$ cat src/rtl/tx_ctrl_pkg.sv
// Shared types and constants for the serial transmit sequencer.
// Line levels and frame geometry live here so datapath and FSM agree.
package tx_ctrl_pkg;

   typedef enum logic [2:0] {
      IDLE   = 3'd0,
      START  = 3'd1,
      DATA   = 3'd2,
      PARITY = 3'd3,
      STOP   = 3'd4
   } state_e;

   localparam logic IDLE_LEVEL  = 1'b1;
   localparam logic START_LEVEL = 1'b0;
   localparam logic STOP_LEVEL  = 1'b1;

   localparam int DATA_BITS = 8;

endpackage

$ cat src/rtl/shift_reg8.sv
// 8-bit parallel-load, right-shift register for the transmit datapath.
// Exposes the LSB and the bit that becomes LSB after the next shift.
module shift_reg8 (
   input  logic       clock,
   input  logic       reset,
   input  logic       load,
   input  logic       enable,
   input  logic [7:0] din,
   output logic       lsb,
   output logic       nxt
);

   logic [7:0] q;

   always_ff @(posedge clock) begin
      if (reset) begin
         q <= '0;
      end else if (load) begin
         q <= din;
      end else if (enable) begin
         q <= {1'b0, q[7:1]};
      end
   end

   assign lsb = q[0];
   assign nxt = q[1];

endmodule

$ cat src/rtl/tx_frame_controller.sv
// Frame sequencer: start, 8 data bits LSB-first, optional parity, stop.
// Every non-idle state lasts DIV clocks; all outputs are registered.
module tx_frame_controller
   import tx_ctrl_pkg::*;
#(
   parameter int DIV        = 4,
   parameter bit PARITY_EN  = 1'b0,
   parameter bit PARITY_ODD = 1'b0
) (
   input  logic       clock,
   input  logic       reset,
   input  logic [7:0] data_in,
   input  logic       req,
   output logic       ack,
   output logic       busy,
   output logic       serial_out,
   output logic       done,
   output logic       sh_load,
   output logic       sh_enable,
   output logic [3:0] bit_cnt
);

   localparam int CW = (DIV > 1) ? $clog2(DIV) : 1;
   localparam logic [CW-1:0] LAST = CW'(DIV - 1);

   state_e        state;
   logic [CW-1:0] cnt;
   logic          par;
   logic          accept;
   logic          last;
   logic          shift;
   logic          sr_lsb;
   logic          sr_nxt;

   assign accept = (state == IDLE) && req;
   assign last   = (cnt == LAST);
   assign shift  = (state == DATA) && last;

   // The register moves on the same edge the strobes are issued,
   // so the next line bit is always available as sr_nxt.
   shift_reg8 u_sr (
      .clock  (clock),
      .reset  (reset),
      .load   (accept),
      .enable (shift),
      .din    (data_in),
      .lsb    (sr_lsb),
      .nxt    (sr_nxt)
   );

   always_ff @(posedge clock) begin
      if (reset) begin
         state      <= IDLE;
         cnt        <= '0;
         par        <= 1'b0;
         ack        <= 1'b0;
         done       <= 1'b0;
         busy       <= 1'b0;
         sh_load    <= 1'b0;
         sh_enable  <= 1'b0;
         bit_cnt    <= '0;
         serial_out <= IDLE_LEVEL;
      end else begin
         ack       <= accept;
         sh_load   <= accept;
         sh_enable <= shift;
         done      <= 1'b0;
         if (state != IDLE) begin
            cnt <= last ? '0 : cnt + CW'(1);
         end
         unique case (state)
            IDLE: begin
               if (req) begin
                  state      <= START;
                  cnt        <= '0;
                  busy       <= 1'b1;
                  par        <= (^data_in) ^ PARITY_ODD;
                  serial_out <= START_LEVEL;
               end
            end
            START: begin
               if (last) begin
                  state      <= DATA;
                  serial_out <= sr_lsb;
               end
            end
            DATA: begin
               if (last) begin
                  bit_cnt <= bit_cnt + 4'd1;
                  if (bit_cnt == 4'(DATA_BITS - 1)) begin
                     if (PARITY_EN) begin
                        state      <= PARITY;
                        serial_out <= par;
                     end else begin
                        state      <= STOP;
                        serial_out <= STOP_LEVEL;
                     end
                  end else begin
                     serial_out <= sr_nxt;
                  end
               end
            end
            PARITY: begin
               if (last) begin
                  state      <= STOP;
                  serial_out <= STOP_LEVEL;
               end
            end
            STOP: begin
               if (last) begin
                  state      <= IDLE;
                  done       <= 1'b1;
                  busy       <= 1'b0;
                  bit_cnt    <= '0;
                  serial_out <= IDLE_LEVEL;
               end
            end
            default: state <= IDLE;
         endcase
      end
   end

endmodule

$ cat config.mk
export PLATFORM = sky130hd
export DESIGN_NAME = tx_frame_controller
export DESIGN_NICKNAME = d
export VERILOG_FILES = /design/src/rtl/tx_ctrl_pkg.sv /design/src/rtl/shift_reg8.sv /design/src/rtl/tx_frame_controller.sv
export SDC_FILE = /design/constraint.sdc
export NUM_CORES = 1
export LEC_CHECK = 0
export ABC_AREA = 1
export ABC_CLOCK_PERIOD_IN_PS = 1100
export CAP_MARGIN = 5
export CORE_ASPECT_RATIO = 1.75
export CORE_MARGIN = 2
export CORE_UTILIZATION = 45
export DETAILED_ROUTE_END_ITERATION = 10
export GPL_TIMING_DRIVEN = 0
export PLACE_DENSITY = 0.85
export SLEW_MARGIN = 20
export SYNTH_ARGS = -nofsm -noshare
export SYNTH_HDL_FRONTEND = slang
export SYNTH_SLANG_ARGS = --single-unit
$ cat constraint.sdc
create_clock -name clock -period 1.1 [get_ports clock]
set_input_delay 0.165 -clock clock [delete_from_list [all_inputs] [get_ports clock]]
set_output_delay 0.165 -clock clock [all_outputs]
set_load 0.01 [all_outputs]
; Yosys cells after proc, flatten, opt, wreduce, memory -nomap -nowiden
; Cells that the tools add are included.
[totals]
regBits = 22
word_cells = 65
out_inout_bits = 10
[classes]
addsub = 2
mux = 26
reduce_logical = 14
eq_ne = 13
bitwise_logic = 1
[op_table]
columns = cell, n
row1 = 3-bit 2-to-1 mux, 6
row2 = 8-bit 2-to-1 mux, 2
row3 = 3-bit one-hot mux with 5 select lines, 1
row4 = "2-bit inequality test, second input constant", 5
row5 = 1-bit 2-to-1 mux, 8
row6 = 2-bit 2-to-1 mux, 4
row7 = 4-bit 2-to-1 mux, 2
row8 = 4-bit one-hot mux with 2 select lines, 1
row9 = "3-bit by 2-bit == test with 1-bit output, second input constant", 2
row10 = 3-bit AND reduction, 2
row11 = 6-bit AND reduction, 1
row12 = 2-bit nonzero test, 3
row13 = 5-bit AND reduction, 1
row14 = "4-bit by 1-bit adder with 4-bit output, second input constant", 1
row15 = "4-bit by 3-bit == test with 1-bit output, second input constant", 1
row16 = "2-bit by 1-bit inequality test with 1-bit output, second input constant", 2
row17 = 1-bit one-hot mux with 4 select lines, 1
row18 = 4-bit nonzero test, 1
row19 = 2-bit OR reduction, 2
row20 = "3-bit by 1-bit == test with 1-bit output, second input constant", 1
row21 = "3-bit == test, second input constant", 1
row22 = 3-bit logical NOT, 1
row23 = 3-bit nonzero test, 1
row24 = "2-bit by 1-bit adder with 2-bit output, second input constant", 1
row25 = other kinds (4), 5

; Longest topological paths before layout
; Gate-level depths: netlist of the first run.
[logic_depth]
depth_word = 5
ltp_mapped = 9
mapped_depth_nobuf = 9

; Cells and area by module
; From an unflattened synthesis of the first run, not the netlist that was laid out.
[hier_totals]
hier_cells = 156
area_unflattened_um2 = 1103.6
[by_module_without_submodules]
columns = mod, area_per_inst_um2, cells_each, n_inst
row1 = tx_frame_controller, 696.9, 93, 1
row2 = shift_reg8, 406.6, 63, 1

; Worst setup path after synthesis of the first run
; Ideal clock, no wire load.
[synth_path]
path_kind = flip-flop to flip-flop
from = register state[0]
to = register u_sr.q[5]
setup_time_ns = 0.115
stages_incl_launch_ff = 9
arrival_ns = 1.076
path_buffers = 0
period_less_slack_ns = 1.192
setup_slack_ns = -0.092
path_cell_list = dfxtp_1 nor2_4 nand2_4 inv_6 nand2_8 nand2_8 nor2_2 o21ai_2 nand2_1
[synth_between]
elab_chain_len = 3
word_cells_on_any_way = 6
classes_between = eq/ne (1) / mux (1) / reduce/logical (4)
[synth_lines]
columns = item, line_no
row1 = from (decl), tx_frame_controller.sv:26  ; state_e state;
row2 = from (signal assigned), tx_frame_controller.sv:53  ; state <= IDLE;
row3 = from (signal assigned), tx_frame_controller.sv:74  ; state <= START;
row4 = from (signal assigned), tx_frame_controller.sv:83  ; state <= DATA;
row5 = 3-bit by 2-bit == test with 1-bit output or 3-bit logical NOT (tied branches), "tx_frame_controller.sv:37, tx_frame_controller.sv:35"
row6 = 1-bit logical AND (on tied branches), "tx_frame_controller.sv:37, tx_frame_controller.sv:35"
row7 = 2-bit nonzero test (no line) or 8-bit 2-to-1 mux (tied branches), -
row8 = to (signal assigned), shift_reg8.sv:19  ; q <= din;
row9 = to (signal assigned), shift_reg8.sv:21  ; q <= {1'b0, q[7:1]};
row10 = to (decl), shift_reg8.sv:13  ; logic [7:0] q;
; Several ways; a longest one is shown, not always the timed one.
; A chain may end at the register's enable or synchronous reset.

; Worst setup path in the final report of the first run
[layout_path]
from = register state[0]
to = register state[0]
[layout_between]
elab_chain_len = 3
word_cells_on_any_way = 13
classes_between = eq/ne (10) / mux (1) / reduce/logical (2)
[layout_lines]
columns = item, line_no
row1 = "3-bit by 2-bit == test with 1-bit output, or another cell as far along", tx_frame_controller.sv:71  ; unique case (state)
row2 = 2-bit by 1-bit inequality test with 1-bit output (no line) or 2-bit inequality test (tied branches), -
row3 = 6-bit AND reduction (no line), -
; Several ways; a longest one is shown, not always the timed one.

==> impl_metrics.toml, run 1 <==
[run_status]
outcome = "complete, but fails checks"
violations = "negative setup slack"

[logic_synthesis]
ys_types = 26
synth-simple-area-share_pct = 38.28
synth_compound_area_share_pct = 13.85
avgSynthCellArea_um2 = 7.649
synth_edf_count = 0
synthArstFlopShare_pct = 0
synth_top_family_by_area = "simple AND/OR/NAND/NOR gates"
synthMuxAreaShare_pct = 0
netlist_instances = 150
seq_area_frac_synth_pct = 38.39
yosys_warnings = 0
ys_top_cells_by_count = "nand2_1, dfxtp_1, nand3_1, nor2_1, inv_1"
synth.most_common_cell = "nand2_1"
synth_nets = 163
synth_top_area_share_pct = 38.39
synth_xor_area_share_pct = 0
netlist.top_cell.by_area = "dfxtp_1"
synthAdderAreaFrac_pct = 2.181
ys.flop_type = "dfxtp_1"
ys_ff_latch = 22
synth_area_um2 = 1147
synth_area_leaders = "dfxtp_1, nand2_1, nand3_1, a21oi_2, nand2_2"

[setup_path]
r2r_start = "state[0]$_SDFFE_PP0P_"
cp_cell_sequence = "nor2_4 > nand2_4 > buf_4 > buf_4 > nand3_1 > nand2_1 > nor2_1"
path_class = "flip-flop to flip-flop"
reg2regPathDepth = 7
critPathRequiredTime_ns = 1.29
critical-path-slowest-cell = "dfxtp_4"
crit_top_cell = "buf_4"
worstPathMaxFanout = 5
rrSetupSlack_ns = -0.21
start_kind = "flip-flop"
timing.rr.end = "state[0]$_SDFFE_PP0P_"
max_stage_delay_ns = 0.37
worstPathArrival_ns = 1.51
worst_setup_path_end_kind = "flip-flop"

[detailed_routing]
dr.pass1.iters = 4
antenna_left = 0
route.detailed.drc = 0
totalWireLength_um = 3213
avgViaCountPerCell = 5.307
wl_per_cell_um = 14.74
drt_iter0_drc = 32
vias = 1157

[floorplan]
start_util_pct = 46.60
die_h_um = 70.80
die_area_um2 = 2986
die_w_um = 42.17
core_um2 = 2462
ios = 21
rows = 24

[cts]
root_buffer = "clkbuf_8"
cts_buffers = 3
path_clk_slew_ns = 0.08
cts_tree = "built"
clock_latency_ns = 0.26
cts.sinks = 22
clockBufferDepth = 2
h-tree-depth = 1

[cells_and_area]
n_antenna_cell = 0
fillCellCount = 176
final_cells = 218
final-seq-area_um2 = 461.7
area_growth_pct = 53.76
final_nets = 206
layout-drive-gt1-share_pct = 43.75
final_area_um2 = 1764
multi_input_area_um2 = 785.8

[global_route]
antenna_found_initial = 0
grt_usage_pct = 20.97
grt_max_degree = 14
grt_pass1_wl_um = 4892
grt_pass1_vias = 1160
grt_overflow = 0

[timing]
rsz0062_at_grt = "true"
relSlewSlack_pct = 77.32
fin_crit_sh_pct = 119.4
tns_ns = -2.639
fmax_ghz = 0.7611
finalCriticalPeriod_ns = 1.314
hold_viol_final = 0
fin_skew_ns = 0.007145
setup_slack_ns = -0.2138
setup_viol = 19
worst_pin_slew_ns = 0.3399
slew_viol_final = 0

[job]
cap_violations = 0

[placement]
routabilityCongestion = 0.8659
place_inst = 196
port_buffers = 20
hpwl_um = 1999
placed_area_um2 = 1400

[min_path]
min_path_type = "flip-flop to flip-flop"
min_to = "busy$_SDFFE_PP0P_"
hold_depth = 2
min_from = "busy$_SDFFE_PP0P_"

[power_and_ir_drop]
peakVddDrop_mv = 1.463
p_per_area_nw_per_um2 = 2057
leakagePower_nw = 0.7686
## sequential cells by signal, indices dropped and copies added, names as in the netlist
signal	cells
state	3
sh_load	1
cnt	2
bit_cnt	4
sh_enable	1
u_sr.q	8
done	1
serial_out	1
busy	1
## final cells by class
type	count	area share [%]
multi-input cells	112	44.54
flip-flops and latches	22	26.17
repair buffers	36	18.01
inverters	16	4.681
clock buffers	3	2.340
well taps	26	1.844
clock inverters	1	1.702
plain buffers	2	0.7092
## through the flow
| step | total power, mW | util, % | hold slack (ns) | setup WS (ns) |
|---|---|---|---|---|
| floorplan | 1.993 | - | 0.2491 | -0.05545 |
| global placement | 2.228 | 56.86 | 0.4376 | -0.3577 |
| detailed placement | 2.290 | 56.86 | 0.4599 | -0.3919 |
| CTS | 3.415 | 67.28 | 0.4707 | -0.1566 |
| global route | 3.814 | 71.65 | 0.4787 | -0.2735 |
| finish | 3.629 | 71.65 | 0.4635 | -0.2138 |
## power breakdown
group	switching, mW	leakage (nW)	total [mW]	internal, mW
clock network	0.267	0.0357	0.753	0.486
registers	0.142	0.185	1.09	0.952
logic	1.01	0.548	1.78	0.773
total	1.42	0.769	3.63	2.21
## layer usage
metal / track usage [%] / wire (um)
met1: 19.49 / 1101
met4: 13.54 / 106
met5: 0 / 0
met2: 40.85 / 1949
met3: 2.041 / 56
## cell families after synthesis
logic type	count (synthesis)
buffers and inverters	18
AO/OA/AOI/OAI	24
adder cells (fa/ha/maj)	2
AND/OR/NAND/NOR	84
flip-flops	22
## worst max path at each step
stage                          startpoint                endpoint  depth (start not counted)
floorplan           state[1]$_SDFFE_PP0P_  u_sr.q[5]$_SDFFE_PP0P_                          8
global route        state[0]$_SDFFE_PP0P_  u_sr.q[6]$_SDFFE_PP0P_                          7
global placement                      req  u_sr.q[6]$_SDFFE_PP0P_                          7
CTS                 state[0]$_SDFFE_PP0P_  u_sr.q[5]$_SDFFE_PP0P_                          8
detailed placement                    req  u_sr.q[4]$_SDFFE_PP0P_                          7
finish              state[0]$_SDFFE_PP0P_   state[0]$_SDFFE_PP0P_                          7
## worst max-delay path, delay by kind of cell (launching register included)
kind	cells	cell delay, ns
AND/OR/NAND/NOR	5	0.59
buffers and inverters	2	0.28
flip-flops	1	0.37
## what timing repair did
action,4_1_cts,5_1_grt
buffers inserted,13,3
hold buffers,0,0
pin swaps,12,8
gates cloned,1,1
setup endpoints to repair,29,20
resized for setup,43,24
## placed cells by master, fill, tap and decap left out, types with 3 or more instances in the layout
cell	instances
buf_6	4
nand2_1	34
clkdlybuf4s50_1	9
nand2_4	10
clkbuf_8	3
nand2_2	6
buf_4	14
inv_2	3
dfxtp_1	13
dlygate4sd2_1	8
dfxtp_4	4
a21oi_1	5
inv_1	8
nand3_2	3
nand2_8	3
dfxtp_2	5
o21ai_0	3
nor2_1	13
nand3_1	9
nor2_4	4
a21oi_2	10
(Power assumes the default switching activity.)
==> run 2: changes to the inputs <==
- PLACE_DENSITY: 0.85 -> 0.84
==> impl_metrics.toml, run 2 (synthesis gave the netlist of run 1 again) <==
[min_path]
min_path_type = "flip-flop to flip-flop"

[setup_path]
rrSetupSlack_ns = -0.24
start_kind = "flip-flop"
worstPathMaxFanout = 5
critPathRequiredTime_ns = 1.26
crit_top_cell = "buf_6"
critical-path-slowest-cell = "dfxtp_4"
cp_cell_sequence = "nor2_4 > buf_6 > buf_6 > nand3_2 > nand2_1 > inv_2 > nand4_1 > a21oi_1"
critPathBufInv = 3
worstPathArrival_ns = 1.50
path_class = "flip-flop to flip-flop"
crit_family = "simple AND/OR/NAND/NOR gates"
worst_setup_path_end_kind = "flip-flop"
max_stage_delay_ns = 0.36

[detailed_routing]
avgViaCountPerCell = 5.388
drt_iter0_drc = 38
vias = 1223
totalWireLength_um = 3428
wl_per_cell_um = 15.10
dr.pass1.iters = 4
route.detailed.drc = 0
antenna_left = 0

[timing]
slew_viol_final = 0
relSlewSlack_pct = 83.03
worst_pin_slew_ns = 0.2545
tns_ns = -2.393
finalCriticalPeriod_ns = 1.345
setup_viol = 18
setup_slack_ns = -0.2447
fin_skew_ns = 0.003717
fin_crit_sh_pct = 122.2
hold_viol_final = 0
fmax_ghz = 0.7437
rsz0062_at_grt = "true"

[cells_and_area]
final_common_cell = "nand2_1"
area_growth_pct = 63.36
layout_common_cells = "nand2_1, nand2_2, buf_4, dfxtp_1, nor2_1"
regMostFlops = "u_sr.q"
final_cells = 227
final_nets = 215
reg_top3 = "u_sr.q (8), bit_cnt (4), state (3)"
n_antenna_cell = 0
layout-drive-gt1-share_pct = 55.72
largest_reg_flops = 8

[floorplan]
start_util_pct = 46.60
rows = 24
die_h_um = 70.80
ios = 21
core_um2 = 2462
die_area_um2 = 2986
die_w_um = 42.17

[placement]
pre_cts_ws_ns = -0.3784
port_buffers = 20
place_inst = 196
routabilityCongestion = 0.7471
hpwl_um = 1840

[cts]
cts_buffers = 3
root_buffer = "clkbuf_8"
cts_tree = "built"
h-tree-depth = 1
path_clk_slew_ns = 0.08
clock_latency_ns = 0.27
clockBufferDepth = 2
cts.sinks = 22

[power_and_ir_drop]
comb_power_share_pct = 56.3
p_clk_share_pct = 15.8
peakVddDrop_mv = 1.560
switching_share_pct = 40.94
p_per_area_nw_per_um2 = 2022
power_switching_mw = 1.551
leakagePower_nw = 0.8084
seq_power_share_pct = 27.9
design_power_total_mw = 3.789
p_int_mw = 2.238

[global_route]
grt_max_degree = 13
grt_pass1_vias = 1247
grt_overflow = 0
antenna_found_initial = 0
grt_usage_pct = 23.65
grt_pass1_wl_um = 5492

[run_status]
outcome = "complete, but fails checks"
violations = "negative setup slack"

[job]
cap_violations = 0
==> run 2: power groups by stage <==
stage / registers (mW) / logic, mW / clock network, mW
floorplan: 1.07 / 0.923 / 0
global placement: 1.07 / 1.15 / 0
detailed placement: 1.08 / 1.20 / 0
CTS: 1.06 / 1.90 / 0.594
global route: 1.07 / 2.28 / 0.636
finish: 1.06 / 2.13 / 0.600
==> run 2: layout make-up <==
cell class,instances,area [um^2]
buffer,2,12.51
sequential,22,464.2
multi-input combinational,111,813.3
fill,151,588.1
clock buffer,4,55.05
inverter,16,77.57
tap,26,32.53
timing repair buffer,46,419.2
==> run 2: what timing repair did <==
action                     in CTS  in global routing
hold buffers                    0                  0
setup endpoints to repair      29                 23
setup buffers                  23                  3
pin swaps                      22                 19
resized for setup              73                 23
cloned                          1                  0
==> run 2: tightest hold or removal path: stages, from the launching register on <==
cell	delay [ns]
dfxtp_1	0.31
nand2_1	0.06
nand2_1	0.04
==> run 2: through the flow <==
step / utilization, % / hold WS, ns / instance area [um^2]
after detailed placement: 56.86 / 0.4449 / 1400
after global routing: 76.12 / 0.4788 / 1874
after CTS: 72.41 / 0.4563 / 1783
after floorplan: - / 0.2491 / 1167
after global placement: 56.86 / 0.4338 / 1400
final: 76.12 / 0.4529 / 1874
==> run 2: final timing paths <==
| kind | depth (start not counted) | endpoint | startpoint |
|---|---|---|---|
| max | 8 | state[2]$_SDFFE_PP0P_ | state[0]$_SDFFE_PP0P_ |
| min | 2 | busy$_SDFFE_PP0P_ | busy$_SDFFE_PP0P_ |
| max reg2reg | 8 | state[2]$_SDFFE_PP0P_ | state[0]$_SDFFE_PP0P_ |
| min reg2reg | 2 | busy$_SDFFE_PP0P_ | busy$_SDFFE_PP0P_ |
==> run 2: per-layer routing <==
metal  up-vias  track usage, %  part of all wire (%)
li1        580               -                     -
met1       574           24.48                    35
met2        51           42.22                    55
met3        18           4.082                   4.8
met4         0           15.28                   5.1
met5         -               0                     0
==> run 3: changes to the inputs <==
- SETUP_SLACK_MARGIN: default -> 0.2
==> impl_metrics.toml, run 3 (synthesis gave the netlist of run 1 again) <==
[min_path]
min_from = "data_in[7]"
min_path_type = "primary input to flip-flop"

[job]
cap_violations = 0

[placement]
hpwl_um = 1848
routabilityCongestion = 0.7376
port_buffers = 20
pre_cts_ws_ns = -0.3971

[cells_and_area]
area_growth_pct = 60.09
final_common_cell = "nand2_1"
layout-drive-gt1-share_pct = 50.99
fillCellCount = 171
final_nets = 216
reg_top3 = "u_sr.q (8), bit_cnt (4), state (3)"
largest_reg_flops = 8
regMostFlops = "u_sr.q"
n_antenna_cell = 0
layout_common_cells = "nand2_1, buf_4, buf_6, nand3_1, nor2_1"
final-seq-area_um2 = 469.2
multi_input_area_um2 = 750.7

[setup_path]
worstPathMaxFanout = 8
r2r_start = "state[1]$_SDFFE_PP0P_"
worstPathArrival_ns = 1.46
start_kind = "flip-flop"
startpoint = "state[1]$_SDFFE_PP0P_"
cp_cell_sequence = "nor2_4 > nand2_4 > clkinv_4 > nand2_8 > nand2_8 > buf_4 > o31ai_2"
max_stage_delay_ns = 0.39
critPathRequiredTime_ns = 1.30
path_class = "flip-flop to flip-flop"
worst_setup_path_end_kind = "flip-flop"
critical-path-slowest-cell = "dfxtp_4"
crit_top_cell = "nand2_8"

[global_route]
grt_overflow = 0
antenna_found_initial = 0
grt_pass1_vias = 1184
grt_usage_pct = 21.03
grt_max_degree = 14
grt_pass1_wl_um = 4926

[detailed_routing]
vias = 1211
drt_iter0_drc = 30
totalWireLength_um = 3254
wl_per_cell_um = 14.27
antenna_left = 0
dr.pass1.iters = 6
avgViaCountPerCell = 5.311
route.detailed.drc = 0

[floorplan]
ios = 21
rows = 24
start_util_pct = 46.60
die_h_um = 70.80
core_um2 = 2462
die_w_um = 42.17
die_area_um2 = 2986

[cts]
ctsHoldBuffers = 0
root_buffer = "clkbuf_8"
clockBufferDepth = 2
h-tree-depth = 1
cts_buffers = 3
cts.sinks = 22
cts_tree = "built"
path_clk_slew_ns = 0.09
clock_latency_ns = 0.28

[timing]
hold_viol_final = 0
hold_slack_ns = 0.4609
fin_skew_ns = 0.007678
fmax_ghz = 0.7913
setup_viol = 19
relSlewSlack_pct = 77.66
worst_pin_slew_ns = 0.3347
finalCriticalPeriod_ns = 1.264
fin_crit_sh_pct = 114.9
rsz0062_at_grt = "true"
setup_slack_ns = -0.1638
slew_viol_final = 0

[power_and_ir_drop]
leakagePower_nw = 0.7976
peakVddDrop_mv = 1.657
p_per_area_nw_per_um2 = 2061

[run_status]
outcome = "complete, but fails checks"
violations = "negative setup slack"
-- run 3: final timing paths --
path / end / cells after the start / slack, ns
max: u_sr.q[7]$_SDFFE_PP0P_ / 7 / -0.16
min: u_sr.q[7]$_SDFFE_PP0P_ / 3 / 0.46
max reg2reg: u_sr.q[7]$_SDFFE_PP0P_ / 7 / -0.16
min reg2reg: u_sr.q[4]$_SDFFE_PP0P_ / 2 / 0.47
-- run 3: repair_timing --
| item | CTS | global route |
|---|---|---|
| cloned | 1 | 1 |
| resized for setup | 72 | 23 |
| setup buffers | 15 | 11 |
| endpoints found under the setup margin | 32 | 30 |
| pin swaps | 5 | 6 |
-- run 3: worst max-delay path, delay by kind of cell (launching register included) --
kind	cells	cell delay, ns
AO/OA/AOI/OAI	1	0.16
buffers and inverters	2	0.23
flip-flops	1	0.39
AND/OR/NAND/NOR	4	0.39
-- run 3: metal layers --
metal  share of wire (%)  global-route usage (%)
met1                  38                   20.96
met2                  57                   40.00
met3                 3.1                   2.806
met4                 2.5                   11.46
met5                   0                       0
-- run 3: cell type report --
cell class	count	share of cell area, %
clock inverter	1	1.635
inverter	16	4.360
clock buffer	3	2.248
tap	26	1.771
multi-input combinational	112	40.87
buffer	2	0.8856
sequential	22	25.54
timing repair buffer	46	22.68
-- run 3: where the power goes --
group / switching [mW] / internal, mW
clock: 0.295 / 0.488
sequential: 0.129 / 0.952
combinational: 1.02 / 0.902
-- run 3: stage by stage --
stage               util [%]  instances  power, mW  TNS (ns)  cell area [um^2]
global route           74.59        228      3.962    -3.492              1837
CTS                    68.34        216      3.457    -1.196              1683
detailed placement     57.22        196      2.281    -6.254              1409
floorplan                  -        150      2.003   -0.3252              1176
global placement       57.22        196      2.228    -5.660              1409
finish                 74.59        228      3.786    -2.237              1837
